$ cat config.mk
export PLATFORM = sky130hd
export DESIGN_NAME = mfa_row_seq_mult
export DESIGN_NICKNAME = d
export VERILOG_FILES = /design/src/rtl/mfa_row_seq_mult.sv
export SDC_FILE = /design/constraint.sdc
export NUM_CORES = 1
export LEC_CHECK = 0
export ABC_CLOCK_PERIOD_IN_PS = 7120
export BUFFER_PORTS_ARGS = -buffer_cell sky130_fd_sc_hd__buf_4
export CAP_MARGIN = 25
export CORE_ASPECT_RATIO = 2
export CORE_UTILIZATION = 61
export DETAILED_ROUTE_END_ITERATION = 10
export MAX_ROUTING_LAYER = met4
export PLACE_DENSITY = 0.92
export SLEW_MARGIN = 20
export SYNTH_ARGS = -nofsm -noshare
export SYNTH_HDL_FRONTEND = slang
export SYNTH_SLANG_ARGS = --single-unit
export TNS_END_PERCENT = 20
$ cat constraint.sdc
create_clock -name clk -period 7.12 [get_ports clk]
set_clock_uncertainty 0.2 [all_clocks]
set_input_delay 0.356 -clock clk [delete_from_list [all_inputs] [get_ports clk]]
set_output_delay 0.356 -clock clk [all_outputs]
set_load 0.05 [all_outputs]
$ cat src/rtl/mfa_row_seq_mult.sv
// mfa_row_seq_mult
// Sequential unsigned multiplier. One row of WIDTH mfa cells (AND-gated
// carry-save full adders) is reused for WIDTH cycles, one partial-product
// row per cycle. A final WIDTH-bit ripple add resolves the carry-save pair
// into the upper half of the product.
//
// Ports
//   clk      rising-edge clock
//   rst_n    asynchronous active-low reset
//   start    request; sampled only while idle
//   x_in     multiplicand, latched on accept
//   y_in     multiplier, latched on accept
//   busy     high from the accept edge until done is asserted
//   done     one-cycle pulse; product is valid in that cycle
//   product  2*WIDTH-bit result, held until the next operation completes
//   row_idx  row currently being evaluated (0 outside RUN)
module mfa_row_seq_mult #(
  parameter int WIDTH = 8
) (
  input  logic                       clk,
  input  logic                       rst_n,
  input  logic                       start,
  input  logic [WIDTH-1:0]           x_in,
  input  logic [WIDTH-1:0]           y_in,
  output logic                       busy,
  output logic                       done,
  output logic [2*WIDTH-1:0]         product,
  output logic [$clog2(WIDTH)-1:0]   row_idx
);

  localparam int RW = $clog2(WIDTH);
  localparam logic [RW-1:0] LAST_ROW = RW'(WIDTH - 1);

  typedef enum logic [1:0] {IDLE, RUN, FINISH} state_t;

  state_t state_q, state_d;

  logic [WIDTH-1:0]   x_q, x_d;
  logic [WIDTH-1:0]   y_q, y_d;
  // Only S[WIDTH-1:1] is kept: S[0] of every row is a finished product bit
  // and goes straight into the low half, so it never needs storing here.
  logic [WIDTH-2:0]   s_q, s_d;
  logic [WIDTH-1:0]   c_q, c_d;
  logic [WIDTH-1:0]   lo_q, lo_d;
  logic [RW-1:0]      row_q, row_d;
  logic [2*WIDTH-1:0] prod_q, prod_d;
  logic               done_q, done_d;

  logic [WIDTH-1:0]   row_sum;
  logic [WIDTH-1:0]   row_carry;
  logic [WIDTH-1:0]   high_half;

  // One row of mfa cells. Cell k adds x[k]&ybit, S[k+1] and C[k]; S[WIDTH]
  // is 0. No carry moves horizontally inside the row.
  function automatic logic [2*WIDTH-1:0] mfa_row(
    input logic [WIDTH-1:0] x,
    input logic [WIDTH-2:0] s_hi,
    input logic [WIDTH-1:0] c,
    input logic             ybit
  );
    logic [WIDTH-1:0] s_ext;
    logic [WIDTH-1:0] s_new;
    logic [WIDTH-1:0] c_new;
    logic             a;
    s_ext = {1'b0, s_hi};
    for (int k = 0; k < WIDTH; k++) begin
      a        = x[k] & ybit;
      s_new[k] = a ^ s_ext[k] ^ c[k];
      c_new[k] = (a & s_ext[k]) | (a & c[k]) | (s_ext[k] & c[k]);
    end
    return {c_new, s_new};
  endfunction

  // WIDTH-bit ripple-carry add; the carry-out cannot be set because the
  // product never exceeds (2^WIDTH-1)^2.
  function automatic logic [WIDTH-1:0] ripple_add(
    input logic [WIDTH-1:0] a,
    input logic [WIDTH-1:0] b
  );
    logic [WIDTH-1:0] sum;
    logic             cy;
    cy = 1'b0;
    for (int k = 0; k < WIDTH; k++) begin
      sum[k] = a[k] ^ b[k] ^ cy;
      cy     = (a[k] & b[k]) | (a[k] & cy) | (b[k] & cy);
    end
    return sum;
  endfunction

  assign {row_carry, row_sum} = mfa_row(x_q, s_q, c_q, y_q[row_q]);
  // S >> 1 is exactly the stored upper bits of S.
  assign high_half = ripple_add({1'b0, s_q}, c_q);

  // State register
  always_ff @(posedge clk or negedge rst_n) begin
    if (!rst_n) begin
      state_q <= IDLE;
    end else begin
      state_q <= state_d;
    end
  end

  // Next-state logic
  always_comb begin
    state_d = state_q;
    case (state_q)
      IDLE:    if (start) state_d = RUN;
      RUN:     if (row_q == LAST_ROW) state_d = FINISH;
      FINISH:  state_d = IDLE;
      default: state_d = IDLE;
    endcase
  end

  // Outputs
  always_comb begin
    busy    = (state_q == RUN) || (state_q == FINISH);
    row_idx = (state_q == RUN) ? row_q : '0;
    done    = done_q;
    product = prod_q;
  end

  // Datapath next-state
  always_comb begin
    x_d    = x_q;
    y_d    = y_q;
    s_d    = s_q;
    c_d    = c_q;
    lo_d   = lo_q;
    row_d  = row_q;
    prod_d = prod_q;
    done_d = 1'b0;
    case (state_q)
      IDLE: begin
        if (start) begin
          x_d   = x_in;
          y_d   = y_in;
          s_d   = '0;
          c_d   = '0;
          lo_d  = '0;
          row_d = '0;
        end
      end
      RUN: begin
        s_d          = row_sum[WIDTH-1:1];
        c_d          = row_carry;
        lo_d[row_q]  = row_sum[0];
        row_d        = (row_q == LAST_ROW) ? '0 : row_q + RW'(1);
      end
      FINISH: begin
        prod_d = {high_half, lo_q};
        done_d = 1'b1;
      end
      default: ;
    endcase
  end

  // Datapath registers
  always_ff @(posedge clk or negedge rst_n) begin
    if (!rst_n) begin
      x_q    <= '0;
      y_q    <= '0;
      s_q    <= '0;
      c_q    <= '0;
      lo_q   <= '0;
      row_q  <= '0;
      prod_q <= '0;
      done_q <= 1'b0;
    end else begin
      x_q    <= x_d;
      y_q    <= y_d;
      s_q    <= s_d;
      c_q    <= c_d;
      lo_q   <= lo_d;
      row_q  <= row_d;
      prod_q <= prod_d;
      done_q <= done_d;
    end
  end

endmodule

==> results.toml <==
[sta]
drv_slew = 0
worstMarginPinSlew_ps = 807
fmax_mhz = 271
max-slew-margin-rel_pct = 46.2
final-setup-viol-count = 0
min_period_ps = 3690
rsz0062_at_grt = "false"
period_share_pct = 51.8
finalHoldViolations = 0
fin_setup_tns_ps = 0

[clocking]
cts_buffers = 9
cts_buffer_depth = 2
tritoncts = "done"
clk_pin_slew_worst_paths_ps = 70
cts-root-buf = "clkbuf_8"
clkSinkCount = 61
clk_latency_ps = 340
cts.htree.levels = 3
cts_resized = 0

[run]
drv_cap = 0

[outcome]
status = "completed"

[setup_path]
rrSetupSlack_ps = 3430
cp_max_fo = 3
r2r_cells = 9
setup.worst_path.end_class = "flip-flop"
critPathRequiredTime_ps = 7100
critPathLaunchType = "flip-flop"
cp.arrival_ps = 3670
crit_type = "reg -> reg"

[logic_synthesis]
synthesis.area_um2 = 2880
yosysSeqAreaShare_pct = 53.1
ys_ff_latch = 61
ys_warn_count = 0
syn_inst = 212
synth.top_cells.by_area = "dfrtp_1, mux2_2, fa_1"
syn_nets = 251
syn_avg_cell_area_um2 = 13.6
synth_cell_type_count = 25
yosysTopAreaCellShare_pct = 53.1
yosysTopAreaCell = "dfrtp_1"

[power_and_ir_drop]
p_leak_nw = 1.69
power_frac_seq_pct = 38.3
peakVddDrop_mv = 0.337
p_per_area_nw_per_um2 = 449
p_clk_share_pct = 20.2
switching_power_uw = 613
switching_share_pct = 40.1
comb_power_share_pct = 41.5
internal-power_uw = 914

[grt]
grt_use_total_pct = 25.3
antenna_found_initial = 0
grt_pass1_vias = 1909
grt_max_degree = 62
grt_overflow = 0
grt_pass1_wl_um = 8850

[floorplan]
die_h_um = 99.1
floorplan.initialDensity_pct = 63.2
pin_count = 40
fp-row-count = 35
die_x_um = 50.6
die-area_um2 = 5010
core_area_um2 = 4550

[route]
routedWlPerCell_um = 16.7
first_pass_iters = 5
drt_wl_total_um = 5200
drt_iter0_drc = 29
num_vias = 1830
via_per_inst = 5.87
ant_nets = 0
drc_errors = 0

[placed_design]
portBuffers = 39
gp_congestion = 0.781
dp_hpwl_um = 3480
dpl.cell_count = 296

[layout]
nNetsFinal = 292
antennaDiodeCount = 0
drive_above_1_share_pct = 34.2
fin_cells = 312
synthToLayoutAreaGrowth_pct = 18.4

[min_path]
holdCritPathClass = "in -> reg"
holdPathStages = 2
## path summary, 6_finish.rpt
kind | from | end
max reg2reg | s_q[0]$_DFFE_PN0P_ | product[15]$_DFFE_PN0P_
min | x_in[0] | x_q[0]$_DFFE_PN0P_
min reg2reg | x_q[5]$_DFFE_PN0P_ | x_q[5]$_DFFE_PN0P_
max in group asynchronous | rst_n | c_q[4]$_DFFE_PN0P_
min in group asynchronous | rst_n | state_q[0]$_DFFE_PN0P_
max | s_q[0]$_DFFE_PN0P_ | product[15]$_DFFE_PN0P_
## cell type report
| cell class | instances | area [µm²] |
|---|---|---|
| clock buffers | 11 | 151 |
| clock inverters | 4 | 47.5 |
| fillers | 313 | 1150 |
| inverters | 4 | 15.0 |
| multi-input cells | 136 | 1280 |
| flip-flops and latches | 61 | 1530 |
| well taps | 55 | 68.8 |
| repair buffers | 41 | 310 |
## per-stage QoR
stage	total power, mW	hold slack (ps)	setup slack [ps]	util, %	cell area [µm²]
after floorplan	1.04	-140	3630	-	2880
after global placement	1.18	267	3580	70.2	3200
after detailed placement	1.22	266	3460	70.2	3200
after CTS	1.54	33.9	3410	74.8	3400
after global routing	1.62	41.1	3270	74.8	3400
final	1.53	48.8	3430	74.8	3400
## registers in the layout, indices dropped and copies added (netlist names)
signal,cells
product,16
c_q,8
lo_q,8
x_q,8
y_q,8
s_q,7
row_q,3
state_q,2
done,1
## power groups by stage
stage | clock network, mW | registers (mW) | logic [mW]
floorplan | 0 | 0.621 | 0.419
global placement | 0 | 0.581 | 0.601
detailed placement | 0 | 0.589 | 0.631
CTS | 0.316 | 0.584 | 0.639
global route | 0.329 | 0.604 | 0.692
finish | 0.308 | 0.585 | 0.634
## layer usage
metal  GRT usage (%)  up-vias  wire (µm)
li1                -      833          -
met1            29.9      939       2020
met2            39.2       45       2880
met3            4.89       13        141
met4            15.8        0        150
met5               -        -          0
## logic make-up after synthesis
kind of cell / share of synthesized area [%]
AO/OA/AOI/OAI: 10.0
XOR/XNOR: 0.305
adder cells (fa/ha/maj): 12.1
buffers and inverters: 2.26
flip-flops: 53.1
multiplexers: 15.7
AND/OR/NAND/NOR: 6.52
## synthesized netlist by cell type
cell and instances:
clkbuf_1 4, nor2_1 5, nand3b_1 2, dfrtp_1 61, xnor2_1 1, nor2b_1 8
o41ai_1 1, and2_0 1, o21ai_0 8, o31ai_1 2, mux2i_1 9, ha_1 7
nand2_1 10, and2_1 4, a221oi_2 1, buf_2 7, nand2b_1 4, a22o_1 20
inv_1 4, o32ai_1 1, mux2_2 31, a21oi_1 5, fa_1 13, nand3_1 2
mux2i_2 1
## layout by cell type (no fill, tap or decap), drive strengths merged
master       netlist  routed
nor2b              8       8
o31ai              2       2
xnor2              1       1
nor2               5       5
dfrtp             61      61
o41ai              1       1
bufinv             0       1
clkinvlp           0       1
fa                13      13
mux2i             10      10
clkinv             0       2
ha                 7       7
nand2b             4       4
and2               5       5
nand3              2       2
nand2             10      10
dlygate4sd3        0       1
buf                7      40
o32ai              1       1
mux2              31      31
a22o              20      20
a21oi              5       5
o21ai              8       8
clkbuf             4      11
inv                4       4
a221oi             1       1
nand3b             2       2
## worst max-delay path, stage by stage (launching register included)
cell     delay [ps]
dfrtp_1         420
ha_1            230
fa_1            390
fa_1            400
fa_1            390
fa_1            390
fa_1            390
fa_1            430
xnor2_1         210
a21oi_1          90
## timing repair
item / in CTS / in global routing
setup buffers: 0 / 0
endpoints found under the hold margin: 61 / 0
hold buffers: 1 / 0
No activity file was read; power rests on OpenSTA's default activity.
